--- config.mk ---
export PLATFORM = sky130hd
export DESIGN_NAME = id_ex_ctrl_pipe
export DESIGN_NICKNAME = d
export VERILOG_FILES = /design/src/rtl/id_ex_ctrl_pipe.sv
export SDC_FILE = /design/constraint.sdc
export NUM_CORES = 1
export LEC_CHECK = 0
export BUFFER_PORTS_ARGS = -buffer_cell sky130_fd_sc_hd__buf_2
export CELL_PAD_IN_SITES_DETAIL_PLACEMENT = 0
export CELL_PAD_IN_SITES_GLOBAL_PLACEMENT = 2
export CORE_ASPECT_RATIO = 0.8
export CORE_UTILIZATION = 26
export DETAILED_ROUTE_END_ITERATION = 10
export PLACE_DENSITY = 0.77
export SLEW_MARGIN = 20
export SYNTH_ARGS = -nofsm -noshare
export SYNTH_HDL_FRONTEND = slang
export SYNTH_SLANG_ARGS = --single-unit
--- constraint.sdc ---
create_clock -name clk -period 1.62 [get_ports clk]
set_clock_uncertainty 0.2 [all_clocks]
set_input_delay 0.405 -clock clk [delete_from_list [all_inputs] [get_ports clk]]
set_output_delay 0.405 -clock clk [all_outputs]
set_load 0.02 [all_outputs]
--- src/rtl/id_ex_ctrl_pipe.sv ---
// id_ex_ctrl_pipe: control-side pipeline registers for EX, MEM and WB.
// Carries the decoder outputs downstream and detects load-use hazards
// against the instruction currently in ID. It also counts the
// instructions that reach WB.
module id_ex_ctrl_pipe #(
  parameter int DSEL_W = 5,
  parameter int CNT_W  = 16
) (
  input  logic              clk,
  input  logic              reset,
  input  logic              valid_id,
  input  logic              ImmID,
  input  logic [2:0]        SID,
  input  logic              CinID,
  input  logic              SWID,
  input  logic              LWID,
  input  logic [DSEL_W-1:0] dsel_id,
  input  logic [DSEL_W-1:0] rs_id,
  input  logic [DSEL_W-1:0] rt_id,
  input  logic              flush,
  output logic              ImmEX,
  output logic [2:0]        SEX,
  output logic              CinEX,
  output logic              SWEX,
  output logic              LWEX,
  output logic              valid_ex,
  output logic [DSEL_W-1:0] dsel_ex,
  output logic              SWMEM,
  output logic              LWMEM,
  output logic              valid_mem,
  output logic [DSEL_W-1:0] dsel_mem,
  output logic              wb_en,
  output logic [DSEL_W-1:0] dsel_wb,
  output logic              load_use,
  output logic [CNT_W-1:0]  retired
);

  // EX stage state
  logic              imm_ex_q,   imm_ex_d;
  logic [2:0]        s_ex_q,     s_ex_d;
  logic              cin_ex_q,   cin_ex_d;
  logic              sw_ex_q,    sw_ex_d;
  logic              lw_ex_q,    lw_ex_d;
  logic              valid_ex_q, valid_ex_d;
  logic [DSEL_W-1:0] dsel_ex_q,  dsel_ex_d;

  // MEM stage state
  logic              sw_mem_q,    sw_mem_d;
  logic              lw_mem_q,    lw_mem_d;
  logic              valid_mem_q, valid_mem_d;
  logic [DSEL_W-1:0] dsel_mem_q,  dsel_mem_d;

  // WB stage state and retirement counter
  logic              wb_en_q,   wb_en_d;
  logic [DSEL_W-1:0] dsel_wb_q, dsel_wb_d;
  logic [CNT_W-1:0]  retired_q, retired_d;

  // Hazard terms
  logic rs_hit;
  logic rt_hit;
  logic rt_read;
  logic hazard;
  logic take_id;

  // Load-use hazard: a load in EX whose destination is read by the ID
  // instruction. I-type non-stores do not read rt; stores read rt as data.
  // Register 0 never creates a dependency.
  always_comb begin
    rs_hit  = (rs_id == dsel_ex_q);
    rt_hit  = (rt_id == dsel_ex_q);
    rt_read = (~ImmID & ~SWID) | SWID;
    hazard  = valid_id & valid_ex_q & lw_ex_q & (dsel_ex_q != '0) &
              (rs_hit | (rt_read & rt_hit));
    take_id = valid_id & ~hazard & ~flush;
  end

  // ID->EX: capture only a real, non-stalled, non-flushed instruction;
  // everything else turns into a bubble with every field cleared.
  always_comb begin
    imm_ex_d   = 1'b0;
    s_ex_d     = 3'b000;
    cin_ex_d   = 1'b0;
    sw_ex_d    = 1'b0;
    lw_ex_d    = 1'b0;
    valid_ex_d = 1'b0;
    dsel_ex_d  = '0;
    if (take_id) begin
      imm_ex_d   = ImmID;
      s_ex_d     = SID;
      cin_ex_d   = CinID;
      sw_ex_d    = SWID;
      lw_ex_d    = LWID;
      valid_ex_d = 1'b1;
      dsel_ex_d  = dsel_id;
    end
  end

  // EX->MEM advances every cycle; a stall never freezes the back end.
  always_comb begin
    sw_mem_d    = sw_ex_q;
    lw_mem_d    = lw_ex_q;
    valid_mem_d = valid_ex_q;
    dsel_mem_d  = dsel_ex_q;
  end

  // MEM->WB: write enable suppresses stores and register 0, while every
  // valid instruction leaving MEM counts as retired (wrapping counter).
  always_comb begin
    wb_en_d   = valid_mem_q & ~sw_mem_q & (dsel_mem_q != '0);
    dsel_wb_d = dsel_mem_q;
    retired_d = retired_q + {{(CNT_W-1){1'b0}}, valid_mem_q};
  end

  // All pipeline state; reset discards every in-flight instruction.
  always_ff @(posedge clk or posedge reset) begin
    if (reset) begin
      imm_ex_q    <= 1'b0;
      s_ex_q      <= 3'b000;
      cin_ex_q    <= 1'b0;
      sw_ex_q     <= 1'b0;
      lw_ex_q     <= 1'b0;
      valid_ex_q  <= 1'b0;
      dsel_ex_q   <= '0;
      sw_mem_q    <= 1'b0;
      lw_mem_q    <= 1'b0;
      valid_mem_q <= 1'b0;
      dsel_mem_q  <= '0;
      wb_en_q     <= 1'b0;
      dsel_wb_q   <= '0;
      retired_q   <= '0;
    end else begin
      imm_ex_q    <= imm_ex_d;
      s_ex_q      <= s_ex_d;
      cin_ex_q    <= cin_ex_d;
      sw_ex_q     <= sw_ex_d;
      lw_ex_q     <= lw_ex_d;
      valid_ex_q  <= valid_ex_d;
      dsel_ex_q   <= dsel_ex_d;
      sw_mem_q    <= sw_mem_d;
      lw_mem_q    <= lw_mem_d;
      valid_mem_q <= valid_mem_d;
      dsel_mem_q  <= dsel_mem_d;
      wb_en_q     <= wb_en_d;
      dsel_wb_q   <= dsel_wb_d;
      retired_q   <= retired_d;
    end
  end

  // Output mapping
  always_comb begin
    ImmEX     = imm_ex_q;
    SEX       = s_ex_q;
    CinEX     = cin_ex_q;
    SWEX      = sw_ex_q;
    LWEX      = lw_ex_q;
    valid_ex  = valid_ex_q;
    dsel_ex   = dsel_ex_q;
    SWMEM     = sw_mem_q;
    LWMEM     = lw_mem_q;
    valid_mem = valid_mem_q;
    dsel_mem  = dsel_mem_q;
    wb_en     = wb_en_q;
    dsel_wb   = dsel_wb_q;
    load_use  = hazard;
    retired   = retired_q;
  end

endmodule

== Word-level counts from Yosys, hierarchy flattened ==
Cells that the tools add are included.
Word-level totals
  input port bits: 26
  word-level logic and storage cells: 43
  output and inout bits: 44
  register bits after elaboration: 43
Operators by class
  mux-type cells: 7
  reductions and logical operators: 2
  add/sub/neg operators: 1
  equal/unequal tests: 2
  bitwise gates (word level): 17
Operators by type and width (count)
  adder 16 x 1 -> 16 bit: 1
  bitwise AND 1 bit: 10
  equality test 5 bit: 2
  nonzero test 5 bit: 2
  2-to-1 mux 1 bit: 5
  2-to-1 mux 5 bit: 1
  inverter 1 bit: 5
  2-to-1 mux 3 bit: 1
  bitwise OR 1 bit: 2

== Logic depth before layout (Yosys ltp) ==
Gate-level depths: netlist of the first run.
  word-level depth: 10
  gate-level depth with buffers: 6
  gate-level depth less buffers: 6

== Least setup slack after synthesis of the first run ==
Ideal clock, no wire load.
  path type: register to output
  from: register dsel_ex_q[2] (netlist: dsel_ex[2])
  to: output load_use
  arrival time: 1235 ps
  data required time: 1015 ps
  path buffers: 0
  cell stages (with the launch flop): 5
  path slack: -220 ps
  cells stage by stage: dfrtp_1 xnor2_1 nand4_1 o22ai_2 and2_1
On the way
  longest elaborated chain between the ends: 4
RTL lines
  from (decl): RTL line 45  | logic [DSEL_W-1:0] dsel_ex_q, dsel_ex_d;
  from (signal assigned): RTL line 138  | dsel_ex_q <= dsel_ex_d;
  equality test 5 bit: RTL line 70  | rt_hit = (rt_id == dsel_ex_q);
  bitwise AND 1 bit: RTL line 73  | (rs_hit | (rt_read & rt_hit));
  bitwise OR 1 bit: RTL line 73
  bitwise AND 1 bit *: RTL line 72  | hazard = valid_id & valid_ex_q & lw_ex_q & (dsel_ex_q != '0) &
  to (decl): RTL line 34  | output logic load_use,
Mark *: on every way between the ends. The rest lies on a longest branch, timed or not.

== Worst setup path after layout of the first run ==
Ends and elaborated chain as after synthesis.

==> results of run 1 <==
-- where the power goes --
group / internal [W] / switching, W
registers: 0.00117 / 0.0000655
clock network: 0.000301 / 0.000344
logic: 0.000223 / 0.000288
total: 0.00169 / 0.000698
-- synthesized netlist by cell type, drive strengths merged --
master,n
nand2b,1
nor2b,1
a21oi,12
nor3b,1
buf,2
nor2,5
dfrtp,43
clkbuf,1
nand2,15
and4,2
xnor2,21
or4,1
o21ai,1
inv,4
o22ai,1
a211oi,2
nand3,8
nand4,5
nor3,1
and2,1
xor2,3
ha,2
-- through the flow --
| stage | setup WS [ps] | TNS (ps) | util (%) | std cells |
|---|---|---|---|---|
| after floorplan | -133 | -683 | - | 133 |
| after global placement | -257 | -257 | 37.8 | 301 |
| after detailed placement | -250 | -250 | 37.8 | 301 |
| after CTS | -470 | -470 | 40.1 | 312 |
| after global routing | -544 | -678 | 40.5 | 313 |
| final | -444 | -444 | 40.5 | 313 |
-- routing by layer --
layer  wire length (microns)  vias up  global-route usage, %
met5                       0        -                      0
met3                     258        2                   4.35
met2                    1720       43                   19.2
met1                    1680      588                   15.0
met4                      10        0                   1.59
li1                        -      642                      -
-- worst reg2reg max path, stage by stage (launching register included) --
cell	delay, ps
dfrtp_2	440
xnor2_1	150
nand4_1	130
o22ai_2	170
buf_4	220
a21oi_1	100
-- worst max-delay path by stage --
stage | slack [ps] | end | from
2_1_floorplan | -130 | load_use | dsel_ex[2]$_DFF_PP0_
3_3_place_gp | -260 | load_use | rt_id[2]
3_5_place_dp | -250 | load_use | rt_id[4]
4_1_cts | -470 | load_use | dsel_ex[3]$_DFF_PP0_
5_1_grt | -540 | load_use | dsel_ex[2]$_DFF_PP0_
6_report | -440 | load_use | dsel_ex[2]$_DFF_PP0_
-- layout make-up --
| cell class | count | share of cell area (%) |
|---|---|---|
| tap | 81 | 4.16 |
| multi-input combinational | 83 | 23.3 |
| sequential | 43 | 44.6 |
| clock inverter | 2 | 0.514 |
| inverter | 4 | 0.617 |
| timing repair buffer | 94 | 23.9 |
| clock buffer | 6 | 2.98 |
-- what timing repair did --
action	CTS	global route
pin swaps	2	3
endpoints found under the setup margin	3	13
setup buffers	2	1
endpoints found under the hold margin	11	0
hold buffers	1	0
gates resized for setup	8	5
-- cells by family after synthesis --
logic type / count (synthesis)
flops: 43
simple gates: 41
xor+xnor: 24
compound gates: 16
buf+inv: 7
fa+ha+maj: 2
-- sequential cells by signal, summed over array words and instances, names as in the netlist --
register and flops:
SWEX 1, ImmEX 1, wb_en 1, dsel_mem 5, SEX 3, valid_ex 1, retired 16, LWMEM 1
LWEX 1, dsel_ex 5, CinEX 1, dsel_wb 5, SWMEM 1, valid_mem 1
==> qor.yml, run 1 <==
worst_pin_slew_ps: 285
syn_area_sq_mm: 0.00165
total_power_w: 0.00239
r2r_setup_slack_ps: 70
antenna_cells: 0
synth_compound_area_share_pct: 5.61
min_path_type: "input pin to flop"
die_area_sq_mm: 0.00668
htree_levels: 2
synth_area_leaders: "dfrtp_1, xnor2_1, a21oi_1"
maxCapViolCount: 0
max_slew_margin_pct: 81.0
violations: "negative setup slack"
total_leakage_power_nw: 1.26
regArea_sq_mm: 0.00108
fillers: 609
antenna_found_initial: 0
hold_end: "dsel_ex[4]$_DFF_PP0_"
reg2regPathDepth: 5
yosys.area_share.simple_pct: 13.3
grt_first_pass_wirelength_mm: 5.98
powerDensity_mw_per_mm2: 982
yosysTopAreaCell: "dfrtp_1"
cp_cell_sequence: "xnor2_1, nand4_1, o22ai_2, and2_4, buf_6"
min-delay-start: "dsel_id[4]"
synth_top_family_by_area: "simple AND/OR/NAND/NOR gates"
final_common_cell: "buf_2"
synth_nets: 161
slew_viol_final: 0
dp_hpwl_mm: 2.87
critical_path_class: "flop to primary output"
cts_buffers: 5
drt_iter0_markers: 42
worstSetupStartpointType: "flop"
grt_max_degree: 33
status: "finished, violations left"
cp_num_buf_inv: 1
period_minus_slack_ps: 2060
seq_area_frac_synth_pct: 65.2
synthAdderAreaFrac_pct: 1.52
placed_area_sq_mm: 0.00227
die_h_microns: 73.3
postRouteAntennaNets: 0
wl_mm: 3.68
yosys_warnings: 0
via_per_inst: 4.07
multiInputGateArea_sq_um: 567
cts_tree: "built"
clk_latency_ps: 280
grt_pass1_vias: 1225
r2r_start: "dsel_ex[2]$_DFF_PP0_"
clk_pin_slew_ps: 80
max-clock-path-buffers: 2
cp_max_fo: 4
slowest_delay_ps: 440
die_w_microns: 91.1
hold_path_depth: 3
final_cell_mix: "buf_2, dfrtp_1, xnor2_1, buf_4, nand2_1"
wire_per_inst_microns: 11.7
globalRouteTotalUtil_pct: 11.6
ys_types: 24
fmax_mhz: 485
cts_sinks: 43
num_vias: 1275
hold_ws_ps: 123
cts-root-buf: "clkbuf_8"
drt_pass1_iterations: 2
slowest_stage: "dfrtp_2"
final_design_area_no_fill_sq_mm: 0.00243
vdd_drop_max_uv: 369
synth_xor_area_share_pct: 12.7
setup_viol: 1
row_count: 25
min_period_over_period_pct: 127
drive_gt1_share_pct: 50.9
worstPathRequired_ps: 1010
worst_r2r_endpoint: "SEX[2]$_DFF_PP0_"
nNetsFinal: 259
end_kind: "primary output"
ios: 70
rsz0062_at_grt: "yes"
cp_top_family: "flip-flops"
ys_ff_latch: 43
route.detailed.drc: 0
worst-path-stages: 5
syn_area_per_cell_sq_um: 12.4
gp_congestion: 0.694
setup_slack_ps: -444
finalHoldViolCount: 0
critPathArrivalTime_ps: 1460
overflow: 0
yosys-mux-area-fraction_pct: 0
numPortBuffers: 69
syn_inst: 133
initial_core_util_pct: 27.5
core_sq_mm: 0.00601
synth_top_cell_area_share_pct: 65.2
synthToLayoutAreaGrowth_pct: 47.3
(Power assumes the default switching activity.)
==> run 2, diff against run 1 <==
- CORE_ASPECT_RATIO: 0.8 -> 1.4
- PLACE_DENSITY: 0.77 -> 0.76
==> run 2 against run 1 <==
Against the previous run:
- the flow still finishes with violations (negative setup slack)
- die area barely moved
- sequential share of layout area barely moved
- worst hold slack got worse by 4.6 ps
- utilization fell by 1.0 points
- fmax rose by 0.28%
- total power rose by 1.4%
- critical path type unchanged
- critical endpoint unchanged
==> qor.yml, run 2 (same netlist as run 1, synthesis figures left out) <==
reg2regPathDepth: 5
globalRouteTotalUtil_pct: 12.1
cp_num_buf_inv: 1
initial_core_util_pct: 26.8
numPortBuffers: 69
grt_first_pass_wirelength_mm: 6.24
gp_congestion: 0.731
worstPathRequired_ps: 1010
cts_buffers: 5
antenna_found_initial: 0
antenna_cells: 0
violations: "negative setup slack"
critical_path_class: "flop to primary output"
die_h_microns: 96.3
route.detailed.drc: 0
clk_latency_ps: 290
max-clock-path-buffers: 2
htree_levels: 2
cts-root-buf: "clkbuf_8"
setup_slack_ps: -438
hold_path_depth: 3
final_cell_mix: "buf_2, dfrtp_1, buf_4"
via_per_inst: 4.37
critPathArrivalTime_ps: 1450
nNetsFinal: 254
die_area_sq_mm: 0.00668
dp_cells: 288
cp_cell_sequence: "xnor2_2, nand4_1, o22ai_2, and2_4, buf_6"
ios: 70
slew_viol_final: 0
overflow: 0
status: "finished, violations left"
cts_sinks: 43
rsz0062_at_grt: "yes"
met2_usage_pct: 20.8
globalRouteMet1Util_pct: 13.7
cp_top_family: "flip-flops"
min_period_over_period_pct: 127
num_vias: 1306
finalHoldViolCount: 0
row_count: 34
worstSetupStartpointType: "flop"
synthToLayoutAreaGrowth_pct: 47.4
setup_viol: 2
cts_tree: "built"
clk_pin_slew_ps: 80
wire_per_inst_microns: 12.8
top_usage_layer: "met2"
cp_max_fo: 4
largest_reg_flops: 16
period_minus_slack_ps: 2060
fmax_mhz: 486
total_leakage_power_nw: 1.27
core_sq_mm: 0.00617
vdd_drop_max_uv: 377
die_w_microns: 69.4
instances_no_fill: 299
drt_pass1_iterations: 4
grt_pass1_vias: 1327
max_slew_margin_pct: 53.9
min_path_type: "input pin to flop"
powerDensity_mw_per_mm2: 995
worst-path-stages: 5
slowest_delay_ps: 460
end_kind: "primary output"
dp_hpwl_mm: 2.90
final_common_cell: "buf_2"
wl_mm: 3.84
drt_iter0_markers: 46
worst_pin_slew_ps: 691
slowest_stage: "dfrtp_2"
grt.met3_usage_pct: 5.45
grt_max_degree: 44
drive_gt1_share_pct: 52.4
pre_cts_ws_ps: -238
maxCapViolCount: 0
postRouteAntennaNets: 0
-- run 2: repair_timing --
action                                  4_1_cts  5_1_grt
pin swaps                                     8        5
endpoints found under the hold margin        43        0
resized for setup                             5       14
endpoints found under the setup margin        3       18
hold buffers                                  1        0
setup buffers                                 1        1
-- run 2: final timing paths --
kind                                       from               endpoint  slack (ps)
setup / recovery           dsel_ex[4]$_DFF_PP0_               load_use        -440
hold / removal                           SID[0]       SEX[0]$_DFF_PP0_         120
setup reg to reg           dsel_ex[1]$_DFF_PP0_        ImmEX$_DFF_PP0_          50
hold reg to reg                  SWEX$_DFF_PP0_        SWMEM$_DFF_PP0_         180
max in group asynchronous                 reset   dsel_ex[0]$_DFF_PP0_         510
min in group asynchronous                 reset  retired[12]$_DFF_PP0_         490
-- run 2: layer usage --
layer / part of all wire (%) / up-vias
li1: - / 627
met1: 40 / 606
met2: 50 / 68
met3: 9.7 / 5
met4: 0.55 / 0
met5: 0 / -
-- run 2: cell type report --
class                      count  area [sq um]
clock buffer                   6          72.6
clock inverter                 2          12.5
fill                         615          3730
inverter                       4          15.0
multi-input combinational     83           632
sequential                    43          1080
tap                           72          90.1
timing repair buffer          89           528
-- run 2: where the power goes --
part / total (W) / internal, W / switching [W]
logic: 0.000539 / 0.000234 / 0.000306
registers: 0.00123 / 0.00117 / 0.0000592
clock network: 0.000656 / 0.000302 / 0.000355
total: 0.00242 / 0.00170 / 0.000719
-- run 2: worst reg2reg max path: cells and delay by family, from the launching register on --
kind / cells / cell delay, ps
flip-flops: 1 / 460
buffers and inverters: 2 / 350
AO/OA/AOI/OAI: 2 / 300
AND/OR/NAND/NOR: 1 / 180
-- run 2: metrics by stage --
stage / area [sq um] / util, % / power, W / setup TNS, ps / hold WS [ps]
floorplan: 1670 / - / 0.00152 / -683 / 294
global placement: 2230 / 36.1 / 0.00177 / -842 / 157
detailed placement: 2230 / 36.1 / 0.00178 / -1040 / 165
CTS: 2350 / 38.1 / 0.00245 / -515 / 103
global route: 2430 / 39.5 / 0.00256 / -792 / 107
finish: 2430 / 39.5 / 0.00242 / -464 / 118
==> run 3, diff against run 2 <==
- PLACE_DENSITY: 0.76 -> unset
- PLACE_DENSITY_LB_ADDON: unset -> 0.25
- SETUP_SLACK_MARGIN: unset -> 0.15
==> run 3 against run 2 <==
Against the previous run:
- the run still ends with negative setup slack left
- clock-buffer cell count shrank 1
- largest power group unchanged
- setup slack got worse by 14 ps
- critical path depth is the same
- sequential power up 3%
- highest routed layer unchanged
- fmax decreased by 0.66%
==> qor.yml, run 3 (same netlist as run 1, synthesis figures left out) <==
status: "finished, violations left"
violations: "negative setup slack"
grt_max_degree: 32
hold_ws_ps: 127
rsz0062_at_grt: "yes"
core_sq_mm: 0.00617
grt_first_pass_wirelength_mm: 7.05
antenna_found_initial: 0
multiInputGateArea_sq_um: 774
htree_levels: 2
die_h_microns: 96.3
min-delay-start: "SID[1]"
maxCapViolCount: 0
globalRouteTotalUtil_pct: 13.6
vdd_drop_max_uv: 399
placed_area_sq_mm: 0.00224
worstPathRequired_ps: 1010
dp_hpwl_mm: 3.03
overflow: 0
gp_congestion: 0.757
period_minus_slack_ps: 2070
hold_path_depth: 3
setup_tns_ps: -1400
nNetsFinal: 280
cts-root-buf: "clkbuf_8"
cp_max_fo: 4
wire_per_inst_microns: 14.0
utilization_pct: 48.9
fillers: 549
final_design_area_no_fill_sq_mm: 0.00301
worst_r2r_endpoint: "SWEX$_DFF_PP0_"
cp_cell_sequence: "xnor2_2, o21ai_1, o22ai_2, and2_4, buf_6"
setup_viol: 14
r2r_start: "dsel_ex[0]$_DFF_PP0_"
die_area_sq_mm: 0.00668
cp_num_buf_inv: 1
via_per_inst: 4.48
drt_pass1_iterations: 2
largest_reg_flops: 16
wl_mm: 4.55
setup_slack_ps: -452
slew_viol_final: 0
postRouteAntennaNets: 0
regArea_sq_mm: 0.00109
end_kind: "primary output"
max-clock-path-buffers: 2
worst_pin_slew_ps: 323
cts_tree: "built"
worstSetupStartpointType: "flop"
die_w_microns: 69.4
min_period_over_period_pct: 128
powerDensity_mw_per_mm2: 955
total_power_w: 0.00288
fmax_mhz: 483
r2r_setup_slack_ps: -140
total_leakage_power_nw: 1.51
clk_latency_ps: 300
route.detailed.drc: 0
ios: 70
cp_top_family: "flip-flops"
finalHoldViolCount: 0
hold_end: "SEX[1]$_DFF_PP0_"
num_vias: 1455
max_slew_margin_pct: 78.4
row_count: 34
synthToLayoutAreaGrowth_pct: 82.5
critPathArrivalTime_ps: 1470
drt_iter0_markers: 16
slowest_delay_ps: 470
cts_buffers: 5
cts_sinks: 43
slowest_stage: "dfrtp_2"
drive_gt1_share_pct: 71.1
reg2regPathDepth: 7
final_cell_mix: "buf_4, buf_2, buf_6"
clk_pin_slew_ps: 80
grt_pass1_vias: 1521
critical_path_class: "flop to primary output"
min_path_type: "input pin to flop"
numPortBuffers: 69
initial_core_util_pct: 26.8
antenna_cells: 0
run 3: cell types whose count changed in the layout (fill, tap and decap cells not counted), moves of 7 or more:
cell     change
a21oi_1      -8
xnor2_1      -7
buf_2       -27
xnor2_2      +7
dfrtp_1      -7
buf_6       +35
buf_4       +18
a21oi_2      +8
dfrtp_2      +7
run 3: final cells by class:
cell class | count | share of cell area (%)
multi-input combinational | 83 | 25.7
inverter | 4 | 0.706
timing repair buffer | 115 | 30.6
clock buffer | 5 | 2.28
sequential | 43 | 36.3
clock inverter | 3 | 1.45
tap | 72 | 2.99
run 3: stage by stage:
stage	setup slack, ps	std cells
final	-452	325
after global routing	-521	325
after CTS	-484	319
after detailed placement	-248	284
after global placement	-256	284
after floorplan	-133	133
run 3: worst max path at each step:
stage / cells after the start / start / endpoint / slack, ps
after global placement: 6 / rt_id[2] / load_use / -260
after CTS: 5 / dsel_ex[4]$_DFF_PP0_ / load_use / -480
after floorplan: 4 / dsel_ex[2]$_DFF_PP0_ / load_use / -130
after detailed placement: 6 / rt_id[4] / load_use / -250
after global routing: 5 / dsel_ex[0]$_DFF_PP0_ / load_use / -520
final: 5 / dsel_ex[0]$_DFF_PP0_ / load_use / -450
run 3: layer usage:
layer  vias to the layer above  share of wire [%]  track usage, %
li1                        681                  -               -
met1                       711                 38            15.1
met2                        54                 55            25.3
met3                         9                4.6            3.14
met4                         0                2.0            5.27
met5                         -                  0               0
run 3: power by group:
group | internal (W) | switching, W | leakage (nW) | total [W]
registers | 0.00118 | 0.0000953 | 0.556 | 0.00127
logic | 0.000405 | 0.000356 | 0.894 | 0.000762
clock network | 0.000459 | 0.000386 | 0.0581 | 0.000845
total | 0.00204 | 0.000837 | 1.51 | 0.00288
run 3: tightest hold or removal path, cell delays in order:
cell and delay, ps:
buf_2 100, nand2_1 50, a21oi_1 40
run 3: what timing repair did:
action | CTS | global route
resized for setup | 62 | 44
hold buffers | 1 | 0
pin swaps | 17 | 18
hold endpoints to repair | 12 | 0
setup endpoints to repair | 52 | 55
buffers inserted | 25 | 6
cloned | 1 | 0
